File: src/rtl/cpu_pkg.sv
// Shared CPU definitions: multiplier FSM states, default operand width and
// the total-ALU output select encodings used by the HI/LO consumer.
package cpu_pkg;

  typedef enum logic [1:0] {
    IDLE = 2'd0,
    RUN  = 2'd1,
    DONE = 2'd2
  } state_t;

  localparam int MULTU_WIDTH = 32;

  // Total-ALU output mux select: MFHI reads 01, MFLO reads 10.
  localparam logic [1:0] TSEL_ALU = 2'b00;
  localparam logic [1:0] TSEL_HI  = 2'b01;
  localparam logic [1:0] TSEL_LO  = 2'b10;
  localparam logic [1:0] TSEL_SRL = 2'b11;

endpackage

File: src/rtl/multu_seq.sv
// Sequential unsigned WIDTHxWIDTH shift-and-add multiplier for MULTU.
// The fixed-latency result is committed to HI/LO only in the DONE state.
module multu_seq
  import cpu_pkg::*;
#(
  parameter int WIDTH = MULTU_WIDTH
) (
  input  logic             clk,
  input  logic             rst_n,
  input  logic             multuOp,
  input  logic [WIDTH-1:0] src_a,
  input  logic [WIDTH-1:0] src_b,
  output logic             busy,
  output logic             done,
  output logic [WIDTH-1:0] hi,
  output logic [WIDTH-1:0] lo
);

  localparam int CW = $clog2(WIDTH + 1);

  state_t               state, state_nxt;
  logic [2*WIDTH-1:0]   mcand;
  logic [WIDTH-1:0]     mplier;
  logic [2*WIDTH-1:0]   acc;
  logic [CW-1:0]        cnt;

  always_ff @(posedge clk or negedge rst_n) begin
    if (!rst_n) state <= IDLE;
    else        state <= state_nxt;
  end

  always_comb begin
    state_nxt = state;
    busy      = 1'b0;
    done      = 1'b0;
    case (state)
      IDLE: if (multuOp) state_nxt = RUN;
      RUN: begin
        busy = 1'b1;
        // Counter hits zero on this edge's update.
        if (cnt == CW'(1)) state_nxt = DONE;
      end
      DONE: begin
        busy      = 1'b1;
        done      = 1'b1;
        state_nxt = IDLE;
      end
      default: state_nxt = IDLE;
    endcase
  end

  always_ff @(posedge clk or negedge rst_n) begin
    if (!rst_n) begin
      mcand  <= '0;
      mplier <= '0;
      acc    <= '0;
      cnt    <= '0;
      hi     <= '0;
      lo     <= '0;
    end else begin
      case (state)
        IDLE: if (multuOp) begin
          mcand  <= {{WIDTH{1'b0}}, src_a};
          mplier <= src_b;
          acc    <= '0;
          cnt    <= CW'(WIDTH);
        end
        RUN: begin
          if (mplier[0]) acc <= acc + mcand;
          mcand  <= mcand << 1;
          mplier <= mplier >> 1;
          cnt    <= cnt - CW'(1);
        end
        DONE: begin
          hi <= acc[2*WIDTH-1:WIDTH];
          lo <= acc[WIDTH-1:0];
        end
        default: ;
      endcase
    end
  end

endmodule

File: config.mk
export PLATFORM = sky130hd
export DESIGN_NAME = multu_seq
export DESIGN_NICKNAME = d
export VERILOG_FILES = /design/src/rtl/cpu_pkg.sv /design/src/rtl/multu_seq.sv
export SDC_FILE = /design/constraint.sdc
export NUM_CORES = 1
export LEC_CHECK = 0
export BUFFER_PORTS_ARGS = -buffer_cell sky130_fd_sc_hd__buf_2
export CAP_MARGIN = 20
export CORE_ASPECT_RATIO = 0.5
export CORE_MARGIN = 3
export CORE_UTILIZATION = 36
export DETAILED_ROUTE_END_ITERATION = 10
export GPL_ROUTABILITY_DRIVEN = 1
export GPL_TIMING_DRIVEN = 0
export SYNTH_ARGS = -nofsm -noshare
export SYNTH_HDL_FRONTEND = slang
export SYNTH_SLANG_ARGS = --single-unit
File: constraint.sdc
create_clock -name clk -period 3.35 [get_ports clk]
set_clock_uncertainty 0.05 [all_clocks]
set_input_delay 0.8375 -clock clk [delete_from_list [all_inputs] [get_ports clk]]
set_output_delay 0.8375 -clock clk [all_outputs]
set_load 0.02 [all_outputs]
* Yosys cells after proc, flatten, opt, wreduce, memory -nomap -nowiden *
Index checks and enable logic that the tools add are counted.

storage, ports and cells
  bits in registers = 232
  input port bits = 67
  output and inout port bits = 66
  logic and storage cells = 35

operators by class
  add/sub/neg operators = 2
  equal/unequal tests = 6
  muxes and demuxes = 14
  reductions and logical operators = 6

operators with widths
  kind                   number
  $pmux W64 S2           2
  $mux W64               3
  $add A64 B64 Y64       1
  $pmux W32 S2           1
  $mux W32               1
  $pmux W6 S2            1
  $eq A6 B1 Y1 const B   1
  $mux W6                1
  $ne A2 B2 Y1 const B   3
  $sub A6 B1 Y6 const B  1
  $mux W2                2
  $pmux W2 S2            1
  $reduce_and A2 Y1      2
  $reduce_and A3 Y1      1
  $eq A2 B1 Y1 const B   1
  $eq A2 B2 Y1 const B   1
  $logic_not A2 Y1       1
  $mux W1                2
  $reduce_bool A2 Y1     1
  $reduce_or A2 Y1       1

* Depth between registers and ports, before layout *
Gate-level depths: netlist of run 1.

  word-level depth = 3
  depth in mapped cells = 13
  mapped depth without buffers = 13

* Worst setup path before layout of run 1 *
Ideal clock, no wire load.

  path kind = reg-to-reg
  from = register mcand[41]
  to = register acc[56]
  setup time = 0.069 ns
  arrival time = 2.926 ns
  data required time = 3.231 ns
  path slack = 0.305 ns
  cell stages (with the launch flop) = 11
  buffers on the path = 0
  period minus slack after synthesis = 3.045 ns
  path through = dfrtp_1 -> ha_1 -> nand3_2 -> or3_4 -> or3_1 -> or4_1 -> o32a_2 -> nand2_4 -> a31oi_4 -> or4_1 -> nand3_1

on the way
  word-level cells in the longest chain between the ends = 3

RTL lines
  item                      line             RTL
  start: declaration        multu_seq.sv:22  logic [2*WIDTH-1:0] mcand;
  start signal: assignment  multu_seq.sv:63  mcand <= {{WIDTH{1'b0}}, src_a};
  start signal: assignment  multu_seq.sv:70  mcand <= mcand << 1;
  $add A64 B64 Y64          multu_seq.sv:69  if (mplier[0]) acc <= acc + mcand;
  $mux W64                  multu_seq.sv:69
  $pmux W64 S2              multu_seq.sv:61  case (state)
  end signal: assignment    multu_seq.sv:69
  end: declaration          multu_seq.sv:24  logic [2*WIDTH-1:0] acc;

Every way passes these cells. The select of a mux whose other input is x is not followed.
A chain may end at the register's enable or synchronous reset.

* Worst setup path after layout of run 1 *
  from = register acc[33]
  to = register acc[56]

on the way
  word-level cells in the longest chain between the ends = 3

RTL lines
  item              line
  $add A64 B64 Y64  multu_seq.sv:69
  $mux W64          multu_seq.sv:69
  $pmux W64 S2      multu_seq.sv:61

Every way passes these cells. The select of a mux whose other input is x is not followed.

==> results of run 1 <==
==> how the worst min path moves through the flow <==
stage,slack [ns],end,cells after the start,startpoint
2_1_floorplan,0.40,mplier[10],2,mplier[10]
3_3_place_gp,0.41,mplier[7],2,mplier[7]
3_5_place_dp,0.42,mplier[8],2,mplier[8]
4_1_cts,0.37,lo[30],1,rst_n
5_1_grt,0.41,lo[30],1,rst_n
6_report,0.33,lo[30],1,rst_n
==> power groups by stage <==
stage	clock (mW)	sequential, mW	combinational (mW)
floorplan	0	4.25	3.96
global placement	0	4.32	5.52
detailed placement	0	4.33	5.57
CTS	3.16	4.28	5.68
global route	3.28	4.43	6.70
finish	3.10	4.31	6.00
==> layout make-up <==
cell class / instances / area (sq um)
multi-input combinational: 955 / 6970
buffer: 65 / 269
fill: 3347 / 19200
tap: 475 / 594
clock buffer: 33 / 696
clock inverter: 11 / 218
inverter: 34 / 128
sequential: 232 / 5810
timing repair buffer: 152 / 838
==> registers in the layout, indices dropped and copies added (netlist names) <==
name,flops
lo,32
state,2
cnt,6
mplier,32
acc,64
mcand,64
hi,32
==> layout by cell type, fill, tap and decap left out, drive strengths merged, types with 11 or more instances in the layout <==
master | synthesis | routed
a21o | 27 | 27
a21oi | 80 | 80
a22o | 40 | 40
and3 | 11 | 11
buf | 8 | 160
clkbuf | 62 | 90
dfrtp | 232 | 232
ha | 68 | 68
inv | 34 | 35
mux2 | 64 | 64
mux2i | 62 | 62
nand2 | 173 | 173
nand3 | 13 | 13
nand4 | 15 | 15
nor2 | 43 | 43
nor3 | 17 | 17
o21ai | 151 | 151
o21bai | 16 | 16
xnor2 | 33 | 33
xor2 | 24 | 24
==> per-stage QoR <==
stage               worst slack, ns  instance area [sq um]  hold WS [ns]
floorplan                     0.305                  12800         0.400
global placement              -2.87                  14000         0.411
detailed placement           -0.583                  14100         0.420
CTS                         0.00126                  15100         0.374
global route                -0.0428                  15500         0.408
finish                       0.0474                  15500         0.333
==> per-layer routing <==
metal	track usage	part of all wire	vias up
met5	0	0	-
met4	0.0287	0.013	0
met3	0.0262	0.037	39
met2	0.286	0.46	162
met1	0.261	0.49	5100
li1	-	-	5006
==> cell families (layout without fill, tap and decap cells) <==
kind of cell               count (synthesis)  count (layout)  synth area share
AOI/OAI and AO/OA                        388             388             0.191
and+or+nand+nor                          315             315             0.112
DFF                                      232             232             0.454
muxes                                    126             126             0.105
buffers and inverters                    104             295            0.0309
adders and majority gates                 69              69            0.0682
xor gates and xnor gates                  57              57            0.0391
==> worst max-delay path, delay by kind of cell, from the launching register on <==
kind	cells	cell delay (ns)
flip-flops	1	0.40
AND/OR/NAND/NOR	8	1.96
AO/OA/AOI/OAI	2	0.38
adder cells (fa/ha/maj)	1	0.30
buffers and inverters	1	0.12
==> what timing repair did <==
action | in CTS | in global routing
buffers inserted | 2 | 16
setup endpoints to repair | 36 | 31
pin swaps | 4 | 19
cloned | 0 | 0
resized for setup | 27 | 65
==> flow_summary.yaml, run 1 <==
logic_synthesis:
  ys_ff_latch: 232
  synth_flop_cell: "dfrtp_1"
  synthTopCellsByArea: "dfrtp_1 (45%), ha_1 (6.7%), o21ai_0 (5.9%), mux2_2 (5.6%), nand2_1 (5.1%)"
  ys_warn_count: 0
  synth_area_sq_um: 12800
  synth_most_common_cell: "dfrtp_1"
  yosys.area.top_type: "dfrtp_1"
  synth_edf_count: 0
  synthTopCellsByCount: "dfrtp_1 (232), nand2_1 (172), o21ai_0 (151), a21oi_1 (80), ha_1 (68)"
  avgSynthCellArea_sq_um: 9.90
  synth_nets: 1427
  yosys.area.top_type_share: 0.454
  ys_types: 62
  async_flop_share: 1.00
  synth-seq-area-share: 0.454
  synth_cells: 1291
worst_setup_path:
  crit_chain: "ha_1, buf_6, nand4_1, nor2_2, nand3_2, or3_4, or4_4, o32a_4, nand2_4, a31oi_4, or4_4, nand3_2"
  end_kind: "register"
  endpoint: "acc[56]"
  cp.arrival_ns: 3.72
  reg2reg_from: "acc[33]"
  critPathLaunchType: "register"
  regToRegEndpoint: "acc[56]"
  max_stage_delay_ns: 0.50
  critPathRequiredTime_ns: 3.76
  crit_start: "acc[33]"
  cp_slowest_cell: "or4_4"
  rrSetupSlack_ns: 0.05
  critPathKind: "reg2reg"
  crit_path_max_fanout: 7
  worstRegToRegCells: 12
clock_tree:
  clk_latency_ns: 0.55
  cts_hold_buf: 0
  clock_sinks: 232
  clk_pin_slew_ns: 0.06
  clockBufferDepth: 3
  root_buffer: "clkbuf_16"
  cts_tree: "built"
  htree_num_levels: 1
  cts_buffers: 24
floorplan:
  die_w_um: 272
  die-area_sq_um: 37900
  num_rows: 48
  core_sq_um: 34700
  start_util: 0.368
  pin_count: 133
  chipHeight_um: 139
sta:
  setup_viol_count_final: 0
  finalCriticalPeriod_ns: 3.30
  final_hold_viol_count: 0
  worstMarginPinSlew_ns: 0.983
  setup_tns_ns: 0
  fmax_ghz: 0.303
  final-max-slew-violation-count: 0
  rsz0062_at_grt: "true"
  period_share: 0.986
  relSlewSlack: 0.344
cells_and_area:
  area_growth_pct: 21.5
  nNetsFinal: 1600
  final_util: 0.447
  fin_cells: 1957
  drive_gt1_frac: 0.223
  diodes: 0
placed_design:
  dp_hpwl_um: 25000
  gp_congestion: 0.878
  io_buffer_count: 132
  place_inst: 1900
detailed_routing:
  num_vias: 10300
  ant_nets: 0
  routed_wl_um: 34200
  drt_first_pass_iters: 4
  routed_via_density: 5.27
  drtIter0Drc: 694
  drc: 0
  wl_per_cell_um: 17.5
power_and_ir_drop:
  power.leakage_nw: 7.41
  vdd.ir_drop.worst_uv: 330
  powerDensity_nw_per_um2: 864
  clock_power_share: 0.231
  finalPower_mw: 13.4
  switching_share: 0.413
  p_int_mw: 7.88
  p_sw_mw: 5.53
  combinationalPowerShare: 0.447
  p_seq_frac: 0.321
global_route:
  grt_use_total: 0.178
  grt_antenna_before_repair: 0
  grt_first_pass_wirelength_um: 55200
  grt_pass1_vias: 10100
  grt_overflow_total: 0
  grt_max_degree: 119
outcome:
  outcome: "complete, no violations"
hold_path:
  hp-class: "in2async"
flow_run:
  max_cap_viol_count: 0
Power figures use the tool's default switching activity.
==> run 2: changes to the inputs <==
Settings changed: ABC_AREA set to 1.
==> flow_summary.yaml, run 2 <==
logic_synthesis:
  synth_edf_count: 0
  synth_most_common_cell: "nand2_1"
  synth-seq-area-share: 0.389
  ys_warn_count: 0
  synth_nets: 2333
  yosys.area.top_type_share: 0.389
  yosys.area.top_type: "dfrtp_1"
  ys_types: 37
  synthTopCellsByArea: "dfrtp_1 (39%), nand2_1 (20%), inv_1 (11%), ha_1 (5.7%), nor2_1 (4.1%)"
  async_flop_share: 1.00
  ys_ff_latch: 232
  synthTopCellsByCount: "nand2_1 (791), inv_1 (431), dfrtp_1 (232), nor2_1 (164), a21oi_1 (85)"
  synth_flop_cell: "dfrtp_1"
  synth_area_sq_um: 14900
  avgSynthCellArea_sq_um: 6.80
  synth_cells: 2197
sta:
  finalCriticalPeriod_ns: 2.67
  setup_viol_count_final: 0
  final_hold_viol_count: 0
  fmax_ghz: 0.374
  worstMarginPinSlew_ns: 0.762
  setup_tns_ns: 0
  period_share: 0.798
  relSlewSlack: 0.492
  rsz0062_at_grt: "false"
  final-max-slew-violation-count: 0
power_and_ir_drop:
  switching_share: 0.469
  vdd.ir_drop.worst_uv: 332
  combinationalPowerShare: 0.494
  powerDensity_nw_per_um2: 764
  p_sw_mw: 6.09
  power.leakage_nw: 9.60
  p_int_mw: 6.91
  clock_power_share: 0.188
  p_seq_frac: 0.318
global_route:
  grt_pass1_vias: 13100
  grt_overflow_total: 0
  grt_first_pass_wirelength_um: 73000
  grt_max_degree: 119
  grt_antenna_before_repair: 0
  grt_use_total: 0.212
placed_design:
  io_buffer_count: 132
  gp_congestion: 0.940
  place_inst: 2871
  dp_hpwl_um: 37000
clock_tree:
  clockBufferDepth: 3
  htree_num_levels: 1
  cts_buffers: 23
  clk_latency_ns: 0.56
  postCtsSetupBuffers: 0
  clk_pin_slew_ns: 0.07
  cts_tree: "built"
  ctsResizeCount: 0
  cts_hold_buf: 0
  clock_sinks: 232
  root_buffer: "clkbuf_16"
detailed_routing:
  wl_met3_um: 2170
  routed_via_density: 4.78
  ant_nets: 0
  drc: 0
  drt-met1-wl_um: 23200
  drtIter0Drc: 1202
  dr_wl_met2_um: 20400
  routed_wl_um: 46800
  highest_layer: "met4"
  wl_per_cell_um: 16.1
  drt_first_pass_iters: 5
  num_vias: 13900
outcome:
  outcome: "complete, no violations"
cells_and_area:
  layout_commonest_cell: "nand2_1"
  final_util: 0.418
  diodes: 0
  nNetsFinal: 2492
  top_regs: "acc (64), mcand (64)"
  drive_gt1_frac: 0.110
  area_growth_pct: 13.8
  final_cell_mix: "nand2_1 (791), inv_1 (431), dfrtp_1 (232)"
  fin_cells: 2907
floorplan:
  pin_count: 133
  chipHeight_um: 150
  die_w_um: 294
  core_sq_um: 40700
  die-area_sq_um: 44100
  start_util: 0.367
  num_rows: 52
worst_setup_path:
  crit_path_max_fanout: 5
  critPathLaunchType: "register"
  critPathKind: "reg2reg"
  end_kind: "register"
  cp.arrival_ns: 3.06
  critPathRequiredTime_ns: 3.73
hold_path:
  hp-class: "in2async"
flow_run:
  max_cap_viol_count: 0
[run 2: per-layer routing]
metal / global-route usage / vias to the layer above
li1: - / 7135
met1: 0.307 / 6450
met2: 0.336 / 250
met3: 0.0317 / 56
met4: 0.0463 / 0
met5: 0 / -
[run 2: final timing paths]
kind / from / depth (start not counted) / end / slack (ns)
worst max register to register: acc[0] / 15 / acc[56] / 0.68
max in group asynchronous: rst_n / 3 / acc[15] / 1.96
worst min-delay path: rst_n / 2 / hi[26] / 0.28
worst min register to register: cnt[2] / 1 / cnt[2] / 0.44
min in group clk: src_a[0] / 3 / mcand[0] / 0.44
worst max-delay path: acc[0] / 15 / acc[56] / 0.68
[run 2: cells by family (layout without fill, tap and decap cells)]
logic type / after synthesis / after routing / share of synthesized area
flops: 232 / 232 / 0.389
fa+ha+maj: 69 / 69 / 0.0583
xor+xnor: 1 / 1 / 0.000586
buf+inv: 491 / 661 / 0.126
compound gates: 279 / 279 / 0.107
mux: 43 / 43 / 0.0324
simple gates: 1082 / 1082 / 0.287
[run 2: critical path, cell delays in order (launching register included)]
cell and delay [ns]:
dfrtp_1 0.35, ha_1 0.18, inv_1 0.06, fa_1 0.35
inv_1 0.15, nand3_1 0.11, nand2_1 0.13, nand2_1 0.08
nand2_1 0.15, nand2_1 0.08, nand3_1 0.30, nand3_1 0.23
nand2_1 0.12, nand2_1 0.05, nand3_1 0.08, nand2_1 0.06
[run 2: power groups by stage]
stage               registers [mW]  clock network, mW  logic, mW
finish                        4.13               2.45       6.42
CTS                           4.13               2.53       6.43
global route                  4.23               2.63       7.25
detailed placement            4.18                  0       6.39
global placement              4.16                  0       6.34
floorplan                     4.31                  0       4.11
[run 2: layout make-up]
cell class	instances	area (sq um)
well taps	540	676
inverters	436	1640
repair buffers	134	726
clock inverters	5	42.5
clock buffers	31	626
fillers	4355	23700
plain buffers	55	244
multi-input cells	1474	7250
flip-flops and latches	232	5810
[run 2: metrics by stage]
stage	instance area, sq um	hold slack, ns	total power, mW	setup WS (ns)
2_1_floorplan	14900	0.406	8.43	1.42
3_3_place_gp	16300	0.436	10.5	-2.92
3_5_place_dp	16300	0.435	10.6	0.617
4_1_cts	17000	0.300	13.1	0.695
5_1_grt	17000	0.313	14.1	0.472
6_report	17000	0.275	13.0	0.677
==> run 3: changes to the inputs <==
Clock period 3.35 ns to 2.7 ns, I/O delays scaled along.
==> flow_summary.yaml, run 3 (synthesized netlist as in run 2, its figures left out) <==
sta:
  setup_viol_count_final: 0
  worstMarginPinSlew_ns: 0.729
  relSlewSlack: 0.514
  fmax_ghz: 0.393
  timing.hold.ws_ns: 0.114
  finalCriticalPeriod_ns: 2.55
  layout_setup_ws_ns: 0.154
  period_share: 0.943
  final_hold_viol_count: 0
  final-max-slew-violation-count: 0
global_route:
  grt_use_total: 0.212
  grt_overflow_total: 0
  grt_antenna_before_repair: 0
  grt_first_pass_wirelength_um: 73000
  grt_max_degree: 119
  grt_pass1_vias: 13100
clock_tree:
  postCtsSetupBuffers: 0
  clk_latency_ns: 0.56
  root_buffer: "clkbuf_16"
  clk_pin_slew_ns: 0.06
  cts_buffers: 23
  cts_tree: "built"
  htree_num_levels: 1
  cts_hold_buf: 0
  clock_sinks: 232
  ctsResizeCount: 0
  clockBufferDepth: 3
placed_design:
  io_buffer_count: 132
  dp_slack_ns: 0.0668
  place_inst: 2871
  gp_congestion: 0.940
  dp_hpwl_um: 37000
  place_area_sq_um: 16300
worst_setup_path:
  end_kind: "register"
  critPathLaunchType: "register"
  worstRegToRegCells: 6
  crit_chain: "inv_1, ha_1, clkbuf_1, buf_2, buf_2, a21oi_1"
  cp_slowest_cell: "clkbuf_1"
  max_stage_delay_ns: 0.54
  cp.arrival_ns: 2.93
  cp_common_cell: "buf_2"
  critPathKind: "reg2reg"
  critPathRequiredTime_ns: 3.08
  crit_path_max_fanout: 10
power_and_ir_drop:
  clock_power_share: 0.188
  p_seq_frac: 0.318
  p_int_mw: 8.58
  power.leakage_nw: 9.62
  p_sw_mw: 7.57
  combinationalPowerShare: 0.494
  switching_share: 0.469
  powerDensity_nw_per_um2: 948
  vdd.ir_drop.worst_uv: 412
flow_run:
  max_cap_viol_count: 0
cells_and_area:
  final_area_sq_um: 17000
  top_regs: "acc (64), mcand (64)"
  nNetsFinal: 2492
  fillCellCount: 4355
  fin_cells: 2907
  diodes: 0
  drive_gt1_frac: 0.112
  layout_commonest_cell: "nand2_1"
  final_cell_mix: "nand2_1 (789), inv_1 (431), dfrtp_1 (232)"
  area_growth_pct: 14.0
floorplan:
  num_rows: 52
  die-area_sq_um: 44100
  pin_count: 133
  core_sq_um: 40700
  chipHeight_um: 150
  die_w_um: 294
  start_util: 0.367
detailed_routing:
  drtIter0Drc: 1149
  drt_first_pass_iters: 7
  num_vias: 13900
  routed_wl_um: 46800
  wl_per_cell_um: 16.1
  drc: 0
  routed_via_density: 4.79
  ant_nets: 0
hold_path:
  hp-class: "in2async"
outcome:
  outcome: "complete, no violations"
[run 3: worst paths after layout]
kind / from / to / slack [ns]
max in group asynchronous: rst_n / acc[15] / 1.48
worst max register to register: state[0] / lo[5] / 0.15
worst min-delay path: rst_n / hi[26] / 0.11
min in group clk: src_a[0] / mcand[0] / 0.28
worst max-delay path: state[0] / lo[5] / 0.15
worst min register to register: cnt[2] / cnt[2] / 0.44
[run 3: critical path: cells and delay by family, from the launching register on]
kind / cells / cell delay (ns)
compound gates: 1 / 0.11
fa+ha+maj: 1 / 0.44
buf+inv: 4 / 1.41
flops: 1 / 0.40
[run 3: power by group through the flow]
| stage | logic (mW) | clock network [mW] | registers, mW |
|---|---|---|---|
| 3_3_place_gp | 7.87 | 0 | 5.16 |
| 2_1_floorplan | 5.11 | 0 | 5.35 |
| 3_5_place_dp | 7.92 | 0 | 5.19 |
| 5_1_grt | 9.01 | 3.27 | 5.25 |
| 4_1_cts | 7.97 | 3.14 | 5.13 |
| 6_report | 7.98 | 3.04 | 5.13 |
[run 3: final cells by class]
class,instances,area (sq um),area share
clock buffer,31,626,0.0367
tap,540,676,0.0397
multi-input combinational,1474,7270,0.427
buffer,55,248,0.0145
sequential,232,5810,0.341
timing repair buffer,134,726,0.0426
clock inverter,5,42.5,0.00250
inverter,436,1640,0.0962
[run 3: stage by stage]
stage	setup TNS (ns)	util	power, mW
floorplan	0	-	10.5
global placement	-782.29	0.400	13.0
detailed placement	0	0.402	13.1
CTS	0	0.418	16.2
global route	-0.00279	0.419	17.5
finish	0	0.419	16.1
[run 3: metal layers]
layer | global-route usage | part of all wire | up-vias
li1 | - | - | 7131
met1 | 0.307 | 0.49 | 6474
met2 | 0.336 | 0.44 | 254
met3 | 0.0317 | 0.047 | 55
met4 | 0.0463 | 0.022 | 0
met5 | 0 | 0 | -
